<file path="config.mk">
export PLATFORM = sky130hd
export DESIGN_NAME = fma_acc_pack
export DESIGN_NICKNAME = d
export VERILOG_FILES = /design/src/rtl/fma_pkg.sv /design/src/rtl/fma_acc_lzc.sv /design/src/rtl/fma_acc_pack.sv
export SDC_FILE = /design/constraint.sdc
export NUM_CORES = 1
export LEC_CHECK = 0
export CELL_PAD_IN_SITES_DETAIL_PLACEMENT = 1
export CELL_PAD_IN_SITES_GLOBAL_PLACEMENT = 1
export CORE_MARGIN = 3
export CORE_UTILIZATION = 50
export CTS_CLUSTER_DIAMETER = 120
export CTS_CLUSTER_SIZE = 24
export DETAILED_ROUTE_END_ITERATION = 16
export DONT_BUFFER_PORTS = 1
export PLACE_DENSITY = 0.8
export SYNTH_ARGS = -nofsm -noshare
export SYNTH_HDL_FRONTEND = slang
export SYNTH_SLANG_ARGS = --single-unit
</file>
<file path="constraint.sdc">
create_clock -name clk -period 9.11 [get_ports clk]
set_input_delay 2.733 -clock clk [delete_from_list [all_inputs] [get_ports clk]]
set_output_delay 2.733 -clock clk [all_outputs]
set_load 0.01 [all_outputs]
</file>
<file path="src/rtl/fma_pkg.sv">
// Shared constants, types and the binary32 round/pack helper used by the
// fma accumulator result path.
package fma_pkg;

    localparam int LANES    = 4;
    localparam int LANE_W   = 2;
    localparam int EXP_W    = 8;
    localparam int MAN_W    = 23;
    localparam int BIAS     = 127;
    localparam int EXP_MAX  = (1 << EXP_W) - 1;
    localparam int ACC_W    = 32;
    localparam int AEXP_W   = 10;
    localparam int FRAC_POS = 30;
    localparam int LZ_W     = 6;
    // exponent shift when the mantissa MSB is moved to bit ACC_W-1
    localparam int NORM_OFS = ACC_W - 1 - FRAC_POS;

    typedef enum logic [1:0] {
        IDLE  = 2'd0,
        RUN   = 2'd1,
        DRAIN = 2'd2
    } state_t;

    typedef struct packed {
        logic                     sign;
        logic [ACC_W-1:0]         norm;
        logic signed [AEXP_W:0]   e;
        logic                     zero;
    } s1_t;

    // Round-to-nearest-even on the normalized mantissa, then range-check and pack.
    function automatic logic [31:0] pack_binary32(input s1_t s, input logic sat_inf,
                                                  input logic flush_en);
        logic [MAN_W-1:0]        mant;
        logic                    guard;
        logic                    sticky;
        logic                    rnd;
        logic [MAN_W:0]          mant_rnd;
        logic signed [AEXP_W+1:0] e;
        logic [31:0]             res;
        mant     = s.norm[FRAC_POS -: MAN_W];
        guard    = s.norm[FRAC_POS-MAN_W];
        sticky   = |s.norm[FRAC_POS-MAN_W-1:0];
        rnd      = guard & (sticky | mant[0]);
        mant_rnd = {1'b0, mant} + {{MAN_W{1'b0}}, rnd};
        e        = $signed({s.e[AEXP_W], s.e}) + $signed({{(AEXP_W+1){1'b0}}, mant_rnd[MAN_W]});
        if (s.zero) begin
            res = 32'h0000_0000;
        end else if (flush_en && (e <= 12'sd0)) begin
            res = {s.sign, 31'd0};
        end else if (e >= 12'sd255) begin
            if (sat_inf) begin
                res = {s.sign, 8'hFF, 23'd0};
            end else begin
                res = {s.sign, 8'(2 * BIAS), 23'h7F_FFFF};
            end
        end else begin
            res = {s.sign, e[EXP_W-1:0], mant_rnd[MAN_W-1:0]};
        end
        return res;
    endfunction

endpackage

</file>
<file path="src/rtl/fma_acc_lzc.sv">
// 32-bit leading-zero counter; an all-zero input reports 32.
module fma_acc_lzc
    import fma_pkg::*;
(
    input  logic [ACC_W-1:0] val,
    output logic [LZ_W-1:0]  cnt
);

    // highest set bit wins because later iterations override earlier ones
    always_comb begin
        cnt = 6'd32;
        for (int i = 0; i < ACC_W; i++) begin
            cnt = val[i] ? 6'(ACC_W - 1 - i) : cnt;
        end
    end

endmodule

</file>
<file path="src/rtl/fma_acc_pack.sv">
// Captures the four accumulator lanes in one handshake, then normalizes,
// rounds and streams them out as binary32, one lane per cycle.
module fma_acc_pack
    import fma_pkg::*;
#(
    parameter int FLUSH_DENORM = 1,
    parameter int SAT_INF      = 1
) (
    input  logic        clk,
    input  logic        reset,
    input  logic        in_valid,
    output logic        in_ready,
    input  logic [31:0] acc0,
    input  logic [31:0] acc1,
    input  logic [31:0] acc2,
    input  logic [31:0] acc3,
    input  logic [9:0]  exp0,
    input  logic [9:0]  exp1,
    input  logic [9:0]  exp2,
    input  logic [9:0]  exp3,
    output logic        out_valid,
    input  logic        out_ready,
    output logic [31:0] out_data,
    output logic [1:0]  out_lane,
    output logic        out_last
);

    state_t                   state_r;
    logic [LANE_W-1:0]        lane_r;
    logic                     in_ready_r;
    logic [ACC_W-1:0]         cap_acc_r [LANES];
    logic [AEXP_W-1:0]        cap_exp_r [LANES];

    s1_t                      s1_r;
    logic                     s1_valid_r;
    logic [LANE_W-1:0]        s1_lane_r;

    logic                     out_valid_r;
    logic [31:0]              out_data_r;
    logic [LANE_W-1:0]        out_lane_r;
    logic                     out_last_r;

    logic                     stall_s;
    logic                     issue_s;
    logic [ACC_W-1:0]         cur_acc_s;
    logic [AEXP_W-1:0]        cur_exp_s;
    logic [ACC_W-1:0]         mag_s;
    logic [LZ_W-1:0]          lz_s;
    logic signed [AEXP_W+1:0] e_wide_s;
    s1_t                      s1_next_s;

    assign stall_s = out_valid_r & ~out_ready;
    assign issue_s = (state_r == RUN) & ~stall_s;

    fma_acc_lzc u_lzc (
        .val (mag_s),
        .cnt (lz_s)
    );

    // Stage1 datapath: select the current lane, take |acc|, normalize, derive exponent.
    always_comb begin
        cur_acc_s = cap_acc_r[lane_r];
        cur_exp_s = cap_exp_r[lane_r];
        mag_s     = cur_acc_s[ACC_W-1] ? (~cur_acc_s + 32'd1) : cur_acc_s;
        e_wide_s  = $signed({2'b00, cur_exp_s}) + $signed((AEXP_W+2)'(NORM_OFS))
                  - $signed({{(AEXP_W+2-LZ_W){1'b0}}, lz_s});
        s1_next_s.sign = cur_acc_s[ACC_W-1];
        s1_next_s.norm = mag_s << lz_s;
        s1_next_s.zero = (mag_s == 32'd0);
        // only exp=1023 with acc=0x80000000 exceeds the 11-bit range; it overflows anyway
        if (e_wide_s > 12'sd1023) begin
            s1_next_s.e = 11'sd1023;
        end else begin
            s1_next_s.e = e_wide_s[AEXP_W:0];
        end
    end

    // Control FSM: bank capture, lane sequencing and registered in_ready.
    always_ff @(posedge clk) begin
        if (!reset) begin
            state_r    <= IDLE;
            lane_r     <= 2'd0;
            in_ready_r <= 1'b0;
            for (int i = 0; i < LANES; i++) begin
                cap_acc_r[i] <= {ACC_W{1'b0}};
                cap_exp_r[i] <= {AEXP_W{1'b0}};
            end
        end else begin
            case (state_r)
                IDLE: begin
                    if (in_valid && in_ready_r) begin
                        cap_acc_r[0] <= acc0;
                        cap_acc_r[1] <= acc1;
                        cap_acc_r[2] <= acc2;
                        cap_acc_r[3] <= acc3;
                        cap_exp_r[0] <= exp0;
                        cap_exp_r[1] <= exp1;
                        cap_exp_r[2] <= exp2;
                        cap_exp_r[3] <= exp3;
                        lane_r       <= 2'd0;
                        in_ready_r   <= 1'b0;
                        state_r      <= RUN;
                    end else begin
                        in_ready_r   <= 1'b1;
                    end
                end
                RUN: begin
                    if (!stall_s) begin
                        lane_r <= lane_r + 2'd1;
                        if (lane_r == 2'd3) begin
                            state_r <= DRAIN;
                        end
                    end
                end
                DRAIN: begin
                    // leave once lane 3 is handing off this cycle so the next bank is not delayed
                    if (!s1_valid_r && (!out_valid_r || out_ready)) begin
                        state_r    <= IDLE;
                        in_ready_r <= 1'b1;
                    end
                end
                default: begin
                    state_r    <= IDLE;
                    in_ready_r <= 1'b0;
                end
            endcase
        end
    end

    // Two-stage pipeline; a stalled output register freezes both stages.
    always_ff @(posedge clk) begin
        if (!reset) begin
            s1_r        <= '{sign: 1'b0, norm: 32'd0, e: 11'sd0, zero: 1'b0};
            s1_valid_r  <= 1'b0;
            s1_lane_r   <= 2'd0;
            out_valid_r <= 1'b0;
            out_data_r  <= 32'd0;
            out_lane_r  <= 2'd0;
            out_last_r  <= 1'b0;
        end else if (!stall_s) begin
            s1_r        <= s1_next_s;
            s1_valid_r  <= issue_s;
            s1_lane_r   <= lane_r;
            out_valid_r <= s1_valid_r;
            out_data_r  <= pack_binary32(s1_r, SAT_INF != 0, FLUSH_DENORM != 0);
            out_lane_r  <= s1_lane_r;
            out_last_r  <= s1_valid_r && (s1_lane_r == 2'd3);
        end
    end

    assign in_ready  = in_ready_r;
    assign out_valid = out_valid_r;
    assign out_data  = out_data_r;
    assign out_lane  = out_lane_r;
    assign out_last  = out_last_r;

endmodule

</file>
==> results of run 1 <==
==> worst reg2reg max path, delay by kind of cell (launching register included) <==
family | cells | cell delay [ns]
xor+xnor | 2 | 0.37
flops | 1 | 0.86
mux | 1 | 0.75
buf+inv | 2 | 0.15
simple gates | 6 | 2.68
compound gates | 9 | 2.40
fa+ha+maj | 2 | 0.77
==> worst paths after layout <==
check / startpoint / end / slack, ns / depth (start not counted)
setup / recovery: flip-flop / s1_r[9] / 1.09 / 22
hold / removal: s1_lane_r[0] / out_lane[0] / 0.48 / 2
setup reg to reg: flip-flop / s1_r[9] / 1.09 / 22
hold reg to reg: s1_lane_r[0] / out_lane[0] / 0.48 / 2
==> metrics by stage <==
step	util (%)	cells	total power [µW]	cell area [µm²]	hold WS, ns
2_1_floorplan	-	1423	2390	15100	0.432
4_1_cts	52.9	1757	3420	15700	0.488
3_3_place_gp	51.5	1733	2700	15300	0.450
5_1_grt	53.0	1762	3600	15700	0.505
6_report	53.0	1762	3430	15700	0.482
3_5_place_dp	51.5	1733	2740	15300	0.462
==> layer usage <==
layer,up-vias,global-route usage (%),part of all wire [%]
met5,-,0,0.15
met4,10,6.16,2.3
met3,66,5.50,6.5
met2,387,45.8,47
met1,5677,39.1,44
li1,5289,-,-
==> kinds of logic (layout without fill, tap and decap cells) <==
group,count (synthesis),in the layout,share of synthesized area [%]
buffers and inverters,135,79,3.91
adder cells (fa/ha/maj),24,24,2.04
multiplexers,129,129,12.4
other,0,5,0
AO/OA/AOI/OAI,272,272,13.1
XOR/XNOR,71,71,4.12
AND/OR/NAND/NOR,534,534,19.1
flip-flops,258,258,45.3
==> state kept, by name, summed over array words and instances (netlist names), named ones only <==
register / cells
cap_acc_r: 128
s1_r: 44
cap_exp_r: 40
out_data: 32
lane_r: 2
out_lane: 2
s1_lane_r: 2
state_r: 2
in_ready: 1
out_last: 1
out_valid: 1
s1_valid_r: 1
==> placed cells by master, fill, tap and decap left out, types with 15 or more instances in the layout <==
cell and count:
a21oi_1 58, a22oi_1 33, and3_1 182, buf_4 21, dfxtp_1 88, edfxtp_1 168
ha_1 23, inv_1 32, mux2_2 22, mux2i_1 62, mux4_2 36, nand2_1 84
nand3_1 28, nor2_1 115, nor3_1 25, o21ai_0 38, or3_1 15, xnor2_1 41
xor2_1 30
==> final cells by class <==
class,instances,area share [%]
Antenna cell,5,0.0795
Sequential cell,258,43.5
Inverter,34,0.811
Timing Repair Buffer,21,1.00
Multi-Input combinational cell,1030,48.8
Tap cell,390,3.10
Clock buffer,21,2.39
Clock inverter,3,0.262
==> cell usage after synthesis (25+ instances only) <==
library cell,number
edfxtp_1,168
a22oi_1,33
a21oi_1,58
and3_1,182
clkbuf_1,74
mux4_2,36
mux2i_1,62
nand2_1,84
dfxtp_1,90
xor2_1,30
nor3_1,25
xnor2_1,41
nor2_1,115
o21ai_0,38
nand3_1,28
inv_1,32
==> power breakdown <==
| group | switching, µW | total [µW] | leakage [µW] | internal, µW |
|---|---|---|---|---|
| sequential | 140 | 1540 | 0.00251 | 1400 |
| clock | 386 | 695 | 0.000201 | 309 |
| combinational | 737 | 1190 | 0.00360 | 457 |
==> results.toml, run 1 <==
[synthesis]
yosysTopAreaCellShare_pct = 33.4
synth-main-ff-cell = "edfxtp_1"
ys_warn_count = 0
yosysTopAreaCell = "edfxtp_1"
synth-seq-cells = 258
synth_edf_count = 168
netlist_instances = 1423
synth_area_mm2 = 0.0151
ys_types = 97
synth_area_leaders = "edfxtp_1, dfxtp_1, and3_1"
syn_nets = 1619
synthArstFlopShare_pct = 0
syn_avg_cell_area_um2 = 10.6
yosysSeqAreaShare_pct = 45.3

[detailed_routing]
wl_per_cell_um = 26.3
route.vias.total = 11400
drcViolationCount = 0
drt_iter0_drc = 1100
drtPass1Iterations = 5
vias_per_cell = 6.49
antenna_left = 0
drt_wl_total_um = 46400

[clocking]
post_cts_resized = 0
clockBufferDepth = 3
cts_buffers = 14
insertion_delay_ns = 0.52
clockRootBuffer = "clkbuf_16"
cts_hold_buf = 0
cts_tree = "built"
clkTransAtPathRegs_ns = 0.10
postCtsSetupBuffers = 0
htreeDepth = 1
cts.sinks = 258

[setup_path]
worst-path-max-fanout = 40
timing.critical_path.cells = "mux4_2 > nor4_2 > nand4_2 > o41ai_1 > xnor2_1 > nor3b_4 > nand3_1 > nor3_2 > nand2_1 > ha_1 > ha_1 > inv_1 > o21bai_1 > a21oi_1 > o21bai_1 > a21oi_1 > inv_1 > a21oi_1 > o21bai_1 > xnor2_1 > o21ai_1 > o221a_2"
worstPathArrival_ns = 8.48
cpLargestDelayFamily = "simple AND/OR/NAND/NOR gates"
worstSetupPathType = "reg2reg"
crit_required_ns = 9.57
cpPeakStageDelay_ns = 0.86
cp_slowest_cell = "dfxtp_4"
start_kind = "flip-flop"
crit_buf_inv = 2
endpoint_kind = "flip-flop"

[finish]
drive_gt1_share_pct = 10.9
multiInputGateArea_mm2 = 0.00769
fill_cells = 3168
nets = 1555
syn2layout_area_growth_pct = 4.22
ff_latch_area_mm2 = 0.00685

[placement]
hpwl_um = 35100
dp_worst_setup_slack_ns = 1.22
place_congestion = 0.964
port_buffers = 0

[grt]
grt_max_degree = 192
antenna_found_initial = 10
track_usage_pct = 28.0
grt_overflow = 0
grt_pass1_wl_um = 72100
grt_pass1_vias = 12000

[die]
row_count = 63
die_x_um = 180
coreArea_mm2 = 0.0297
die_h_um = 180
io_pins = 209
initial_core_util_pct = 50.8
dieArea_mm2 = 0.0323

[sta]
final.period_utilization_pct = 88.0
finalSetupViolations = 0
hold_viol = 0
finClkSkew_ns = 0.0197
rsz0062_at_grt = "no"
relSlewSlack_pct = 40.0
tightestPinTransition_ns = 0.901
timing.final.ws_setup_ns = 1.09
max_freq_mhz = 125
slew_violations = 0
fin_setup_tns_ns = 0
period_needed_ns = 8.02

[hold_path]
holdCritPathClass = "reg2reg"

[power]
ir_drop_uv = 134
power-per-cell-area_mw_per_mm2 = 218
static-leakage-power_uw = 0.00631

[run]
maxCapViolCount = 0

[status]
status = "finished clean"
Power figures use the tool's default switching activity.
==> run 2, diff against run 1 <==
CORE_UTILIZATION = 35   (was 50)
DONT_BUFFER_PORTS = default   (was 1)
GPL_ROUTABILITY_DRIVEN = 1   (was default)
PLACE_DENSITY = 0.68   (was 0.8)
==> run 2 against run 1 <==
  * Flip-flop and latch count stayed put
  * Cell area up 15%
  * Clock power rose by 4.0%
  * Maximum frequency shrank 1.3%
  * Via count up 4.4%
  * Core utilization shrank 10 points
  * Worst hold slack worse by 0.020 ns
  * Sequential power about the same
  * Clock skew grew 0.0017 ns
  * Sequential share of layout area is 5.6 points lower
  * Largest cell class unchanged
  * Highest routed layer is now met4
==> results.toml, run 2 (synthesis gave the netlist of run 1 again) <==
[detailed_routing]
vias_per_cell = 5.55
route.vias.total = 11900
drcViolationCount = 0
wl_per_cell_um = 21.7
antenna_left = 0
drt_wl_total_um = 46600
drtPass1Iterations = 4
drt_iter0_drc = 893

[hold_path]
min_from = "out_data[23]"
holdCritPathClass = "reg2reg"

[power]
p_switching_uw = 1280
seqPwrFrac_pct = 42.5
pwr-share-clk_pct = 20.3
finalPower_uw = 3560
power-per-cell-area_mw_per_mm2 = 197
static-leakage-power_uw = 0.00711
switching_share_pct = 36.0
pwr-share-comb_pct = 37.1
internal_power_uw = 2280
ir_drop_uv = 105

[grt]
grt_overflow = 0
track_usage_pct = 20.1
grt_max_degree = 153
antenna_found_initial = 0
grt_pass1_vias = 12200
grt_pass1_wl_um = 72200

[clocking]
postCtsSetupBuffers = 0
clkTransAtPathRegs_ns = 0.09
clockRootBuffer = "clkbuf_16"
cts_tree = "built"
cts_buffers = 15
htreeDepth = 1
insertion_delay_ns = 0.52
cts_hold_buf = 0
cts.sinks = 258
clockBufferDepth = 3
post_cts_resized = 0

[die]
initial_core_util_pct = 35.7
io_pins = 209
die_h_um = 214
dieArea_mm2 = 0.0457
row_count = 75
die_x_um = 214
coreArea_mm2 = 0.0423

[sta]
period_needed_ns = 8.12
tightestPinTransition_ns = 1.20
slew_violations = 0
finalSetupViolations = 0
hold_viol = 0
rsz0062_at_grt = "no"
finClkSkew_ns = 0.0213
final.period_utilization_pct = 89.1
max_freq_mhz = 123
relSlewSlack_pct = 19.8
fin_setup_tns_ns = 0

[setup_path]
endpoint_kind = "flip-flop"
worstSetupPathType = "reg2reg"
worstPathArrival_ns = 8.58
start_kind = "flip-flop"
worst-path-max-fanout = 32
crit_required_ns = 9.58

[status]
status = "finished clean"

[finish]
drive_gt1_share_pct = 9.47
nets = 1761
mostFrequentLayoutCell = "clkdlybuf4s50_1"
syn2layout_area_growth_pct = 19.5
reg_top3 = "cap_acc_r: 128 flops, s1_r: 44 flops, cap_exp_r: 40 flops"
largest_register_ff_count = 128
diodes = 0
fill_cells = 4651
final_cell_mix = "clkdlybuf4s50_1, and3_1, edfxtp_1"
largest_register = "cap_acc_r"

[run]
maxCapViolCount = 0

[placement]
place_congestion = 0.888
port_buffers = 208
hpwl_um = 35400
## run 2: path summary, 6_finish.rpt
path / slack (ns) / cells after the start / end
hold reg to reg: 0.46 / 2 / out_data[23]
hold / removal: 0.46 / 2 / out_data[23]
setup / recovery: 0.99 / 25 / s1_r[9]
setup reg to reg: 0.99 / 25 / s1_r[9]
## run 2: stage by stage
stage / setup slack [ns] / hold WS [ns] / instances / area, µm² / util (%)
global route: 0.283 / 0.481 / 2150 / 18100 / 42.7
finish: 0.992 / 0.463 / 2150 / 18100 / 42.7
detailed placement: 1.09 / 0.448 / 2125 / 17600 / 41.6
global placement: 1.56 / 0.442 / 2125 / 17600 / 41.6
CTS: 1.05 / 0.463 / 2150 / 18100 / 42.7
floorplan: 0.888 / 0.432 / 1423 / 15100 / -
## run 2: area by class of cell
class | instances | area (µm²) | area share [%]
clock inverter | 4 | 50.0 | 0.277
inverter | 34 | 128 | 0.707
sequential | 258 | 6850 | 38.0
tap | 577 | 722 | 4.00
timing repair buffer | 226 | 2210 | 12.3
multi-input combinational | 1030 | 7690 | 42.6
clock buffer | 21 | 398 | 2.20
## run 2: power by group through the flow
stage	combinational (µW)	clock, µW	sequential, µW
global route	1440	794	1530
floorplan	876	0	1520
finish	1320	723	1510
global placement	1300	0	1530
CTS	1320	752	1520
detailed placement	1310	0	1540
## run 2: critical path: stages (launching register included)
cell and delay [ns]:
dfxtp_4 0.73, mux4_2 0.68, inv_1 0.15, ha_1 0.24, nor2b_1 0.18, and3_1 0.18, o211ai_1 0.37, o41ai_1 0.70
xnor2_1 0.23, nor3b_4 0.42, nand3_1 0.30, nor3_2 0.50, nand2_1 0.46, ha_1 0.44, ha_1 0.33, inv_1 0.09
o21bai_1 0.09, a21oi_1 0.22, o21bai_1 0.09, a21oi_1 0.25, inv_1 0.08, a21oi_1 0.18, o21bai_1 0.10, xnor2_1 0.15
o21ai_1 0.57, o221a_2 0.32
## run 2: routing by layer
layer  vias to the layer above  global-route usage, %  wire, µm
met5                         -                      0         0
met4                         0                   3.67       824
met3                        40                   2.46      1810
met2                       235                   32.6     21600
met1                      5960                   29.2     22300
li1                       5700                      -         -
